$ cat src/rtl/nibble_packer.sv
// rtl/nibble_packer.sv - packs selected byte nibbles MSB-first into PACK_N-nibble words
// A flush emits a partial word that is left-aligned and zero-padded on the right.
module nibble_packer #(
   parameter int PACK_N = 2
) (
   input  logic                             clk,
   input  logic                             rst_n,
   input  logic                             in_valid,
   output logic                             in_ready,
   input  logic [7:0]                       in_data,
   input  logic                             nib_sel,
   input  logic                             flush,
   output logic                             out_valid,
   input  logic                             out_ready,
   output logic [4*PACK_N-1:0]              out_data,
   output logic [$clog2(PACK_N+1)-1:0]      out_count,
   output logic                             busy
);
   localparam int W  = 4 * PACK_N;
   localparam int CW = $clog2(PACK_N + 1);

   typedef enum logic {FILL, FLUSH_WAIT} state_t;

   state_t          state;
   logic [W-1:0]    acc;
   logic [CW-1:0]   cnt;
   logic            flush_pend;
   logic            slot_free;
   logic            last_slot;
   logic            in_fire;
   logic [3:0]      nib;
   logic [W-1:0]    acc_ins;
   logic [CW-1:0]   held;

   assign flush_pend = (state == FLUSH_WAIT);
   assign slot_free  = !out_valid | out_ready;
   assign last_slot  = (cnt == CW'(PACK_N - 1));
   assign in_ready   = !flush_pend & !(last_slot & !slot_free);
   assign in_fire    = in_valid & in_ready;
   assign nib        = nib_sel ? in_data[7:4] : in_data[3:0];
   assign held       = cnt + {{(CW-1){1'b0}}, in_fire};

   // Accumulator with the current beat (if any) dropped into slot cnt.
   always_comb begin
      acc_ins = acc;
      if (in_fire) begin
         for (int i = 0; i < PACK_N; i++) begin
            if (cnt == CW'(i)) acc_ins[W-1-4*i -: 4] = nib;
         end
      end
   end

   always_ff @(posedge clk or negedge rst_n) begin
      if (!rst_n) begin
         state     <= FILL;
         acc       <= '0;
         cnt       <= '0;
         out_valid <= 1'b0;
         out_data  <= '0;
         out_count <= '0;
         busy      <= 1'b0;
      end else begin
         if (out_valid && out_ready) out_valid <= 1'b0;
         case (state)
            FILL: begin
               if (in_fire && last_slot) begin
                  // A completing beat wins over a same-cycle flush.
                  out_data  <= acc_ins;
                  out_count <= CW'(PACK_N);
                  out_valid <= 1'b1;
                  acc       <= '0;
                  cnt       <= '0;
                  busy      <= 1'b0;
               end else if (flush && held != '0) begin
                  if (slot_free) begin
                     out_data  <= acc_ins;
                     out_count <= held;
                     out_valid <= 1'b1;
                     acc       <= '0;
                     cnt       <= '0;
                     busy      <= 1'b0;
                  end else begin
                     acc   <= acc_ins;
                     cnt   <= held;
                     state <= FLUSH_WAIT;
                     busy  <= 1'b1;
                  end
               end else begin
                  acc  <= acc_ins;
                  cnt  <= held;
                  busy <= (held != '0);
               end
            end
            FLUSH_WAIT: begin
               if (slot_free) begin
                  out_data  <= acc;
                  out_count <= cnt;
                  out_valid <= 1'b1;
                  acc       <= '0;
                  cnt       <= '0;
                  busy      <= 1'b0;
                  state     <= FILL;
               end
            end
            default: state <= FILL;
         endcase
      end
   end
endmodule

$ cat config.mk
export PLATFORM = sky130hd
export DESIGN_NAME = nibble_packer
export DESIGN_NICKNAME = d
export VERILOG_FILES = /design/src/rtl/nibble_packer.sv
export SDC_FILE = /design/constraint.sdc
export NUM_CORES = 1
export LEC_CHECK = 0
export CORE_MARGIN = 3
export CORE_UTILIZATION = 53
export DETAILED_ROUTE_END_ITERATION = 12
export PLACE_DENSITY_LB_ADDON = 0.2
export SYNTH_ARGS = -nofsm -noshare
export SYNTH_HDL_FRONTEND = slang
export SYNTH_SLANG_ARGS = --single-unit
$ cat constraint.sdc
create_clock -name clk -period 3.6 [get_ports clk]
set_clock_uncertainty 0.1 [all_clocks]
set_input_delay 0.36 -clock clk [delete_from_list [all_inputs] [get_ports clk]]
set_output_delay 0.36 -clock clk [all_outputs]
set_load 0.005 [all_outputs]
==> flow_summary.yaml <==
pwr:
  leakagePower_nw: 0.6766
  power_switching_uw: 424.8
  p_sw_share_pct: 37.43
  p_int_uw: 710.1
  powerDensity_nw_per_um2: 755.2
  clkPwrFrac_pct: 10.1
  p_comb_share_pct: 51.8
  peakVddDrop_v: 0.0005840
  p_total_mw: 1.135
  power_frac_seq_pct: 38.1
timing:
  period_needed_ns: 2.862
  tightest_slew_ns: 0.9935
  setup_violations: 0
  slew_violations: 0
  fmax_ghz: 0.3494
  final_hold_viol_count: 0
  rsz0062_at_grt: "false"
  slew-limit-headroom_pct: 33.56
  post-route-period-util_pct: 79.51
  tns_ns: 0
detailed_routing:
  wl_met2_um: 1237
  wl_per_cell_um: 15.40
  drt_iter0_markers: 19
  routed_via_density: 5.385
  firstDrtPassIters: 4
  top_layer_used: "met4"
  drt-met1-wl_um: 1110
  wl_met3_um: 107
  route.detailed.drc: 0
  vias: 867
  ant_nets: 0
  wirelength_um: 2480
clock_network:
  cts_tree: "done"
  hold_buffers: 0
  insertion_delay_ns: 0.30
  clockRootBuffer: "clkbuf_4"
  numCtsBuffers: 3
  post_cts_buffers: 0
  path_clk_slew_ns: 0.12
  cts_sinks: 23
  cts.repair.resized: 0
  cts-htree-levels: 1
  cts_buffer_depth: 2
yosys:
  ys_ff_latch: 23
  synth_nets: 125
  ys_types: 34
  yosysWarnings: 0
  synth_area_leaders: "dfrtp_1 47%, mux2_4 7.4%, mux2i_1 6.5%"
  ys_seq_area_share_pct: 47.03
  synth_cells: 110
  syn_avg_cell_area_sq_um: 11.12
  async_flop_share_pct: 100.0
  syn-cell-area_sq_um: 1224
  yosys_most_used_dff: "dfrtp_1"
  synth-edff-count: 0
  synth_top_cell_area_share_pct: 47.03
  synth_top_cell_by_area: "dfrtp_1"
floorplan:
  die_area_sq_um: 2921
  core_area_sq_um: 2062
  fp.dieH_um: 54.05
  ioPinCount: 27
  die_w_um: 54.05
  initial_core_util_pct: 59.34
  rows: 16
global_route:
  grt.total_usage_pct: 20.02
  antenna_found_initial: 0
  grt_max_degree: 24
  overflow: 0
  grt_pass1_wl_um: 4126
  grt_pass1_vias: 887
placement:
  place_area_sq_um: 1475
  place.gp.congestion: 0.9144
  portBuffers: 26
  dp_hpwl_um: 1907
  placed_cells: 157
worst_setup_path:
  r2r_slack_ns: 0.81
  cp-end-kind: "register"
  critPathMaxFanout: 14
  worstPathArrival_ns: 2.97
  start_kind: "input port"
  cp.required_ns: 3.71
  crit_type: "in2reg"
run_status:
  status: "complete, no violations"
finish:
  diodes: 0
  syn_to_final_growth_pct: 22.80
  drive_above_1_share_pct: 14.93
  layout.nets: 150
  fillers: 143
  stdcell_area_sq_um: 1503
  instances_no_fill: 161
run:
  maxCapViolCount: 0
worst_hold_path:
  worstHoldPathType: "reg2reg"
==> state kept, by name, summed over array words and instances, names as in the netlist <==
name and count:
out_data 8, out_valid 1, acc 8, busy 1
cnt 2, out_count 2, flush_pend 1
==> metrics by stage <==
step	hold WS, ns	worst slack [ns]	utilization, %
detailed placement	0.3916	0.4356	71.54
floorplan	-0.03559	1.308	-
global route	0.4353	0.5597	72.88
global placement	0.3710	0.4655	71.54
CTS	0.4146	0.7769	72.88
finish	0.4099	0.7376	72.88
==> cells in the final DEF (no fill, tap or decap), types with 2 or more instances in the layout <==
master	Yosys	layout
inv_1	11	11
o22ai_1	5	5
clkbuf_4	0	3
dfrtp_1	23	23
mux2_2	4	4
nand3b_1	2	2
a21oi_1	7	7
mux2i_1	8	8
nand2_1	5	5
clkdlybuf4s50_1	0	26
mux2_4	6	6
o21ai_0	5	5
nand3_1	2	2
nor2_1	9	9
==> final timing paths <==
kind / to / startpoint / depth (start not counted)
max: out_data[6] / out_ready / 9
min: acc[3] / acc[3] / 2
max reg2reg: out_data[6] / out_valid / 8
min reg2reg: acc[3] / acc[3] / 2
max in group asynchronous: acc[4] / rst_n / 1
min in group asynchronous: acc[7] / rst_n / 1
==> cell usage after synthesis (2+ instances only) <==
master and count:
o22ai_1 5, mux2_4 6, dfrtp_1 23, inv_1 11, buf_6 2, o21ai_0 5, nand2_1 5, nand3_1 2
nand3b_1 2, a21oi_1 7, mux2i_1 8, mux2_2 4, nor2_1 9
==> power by group through the flow <==
stage / clock, mW / combinational, mW / sequential, mW
2_1_floorplan: 0 / 0.432 / 0.406
3_3_place_gp: 0 / 0.570 / 0.431
3_5_place_dp: 0 / 0.583 / 0.439
4_1_cts: 0.119 / 0.590 / 0.433
5_1_grt: 0.133 / 0.643 / 0.448
6_report: 0.115 / 0.587 / 0.433
==> layout make-up <==
| cell class | count | area (sq um) | area share (%) |
|---|---|---|---|
| tap | 27 | 33.78 | 2.248 |
| inverter | 11 | 41.29 | 2.748 |
| timing repair buffer | 26 | 260.3 | 17.32 |
| sequential | 23 | 575.6 | 38.30 |
| clock buffer | 3 | 22.52 | 1.499 |
| clock inverter | 1 | 5.005 | 0.3331 |
| multi-input combinational | 70 | 564.3 | 37.55 |
==> per-layer routing <==
layer / up-vias / GRT usage, %
met2: 26 / 33.27
met5: - / 0
met4: 0 / 4.979
li1: 424 / -
met1: 413 / 25.87
met3: 4 / 5.263
==> worst max-delay path, cell delays in order <==
cell	delay [ns]
clkdlybuf4s50_1	0.41
nor2b_1	0.50
nand2_1	0.09
and3_1	0.21
ha_1	0.26
xor2_4	0.21
o21ai_4	0.10
a21oi_4	0.44
mux2_2	0.40
==> logic make-up (layout without fill, tap and decap cells) <==
group | after synthesis | in the layout | share of synthesized area, %
AOI/OAI and AO/OA | 25 | 25 | 13.70
adders and majority gates | 1 | 1 | 1.022
and+or+nand+nor | 25 | 25 | 11.56
buffers and inverters | 17 | 41 | 6.850
DFF | 23 | 23 | 47.03
muxes | 18 | 18 | 17.59
xor gates and xnor gates | 1 | 1 | 2.250
(Power assumes the default switching activity.)
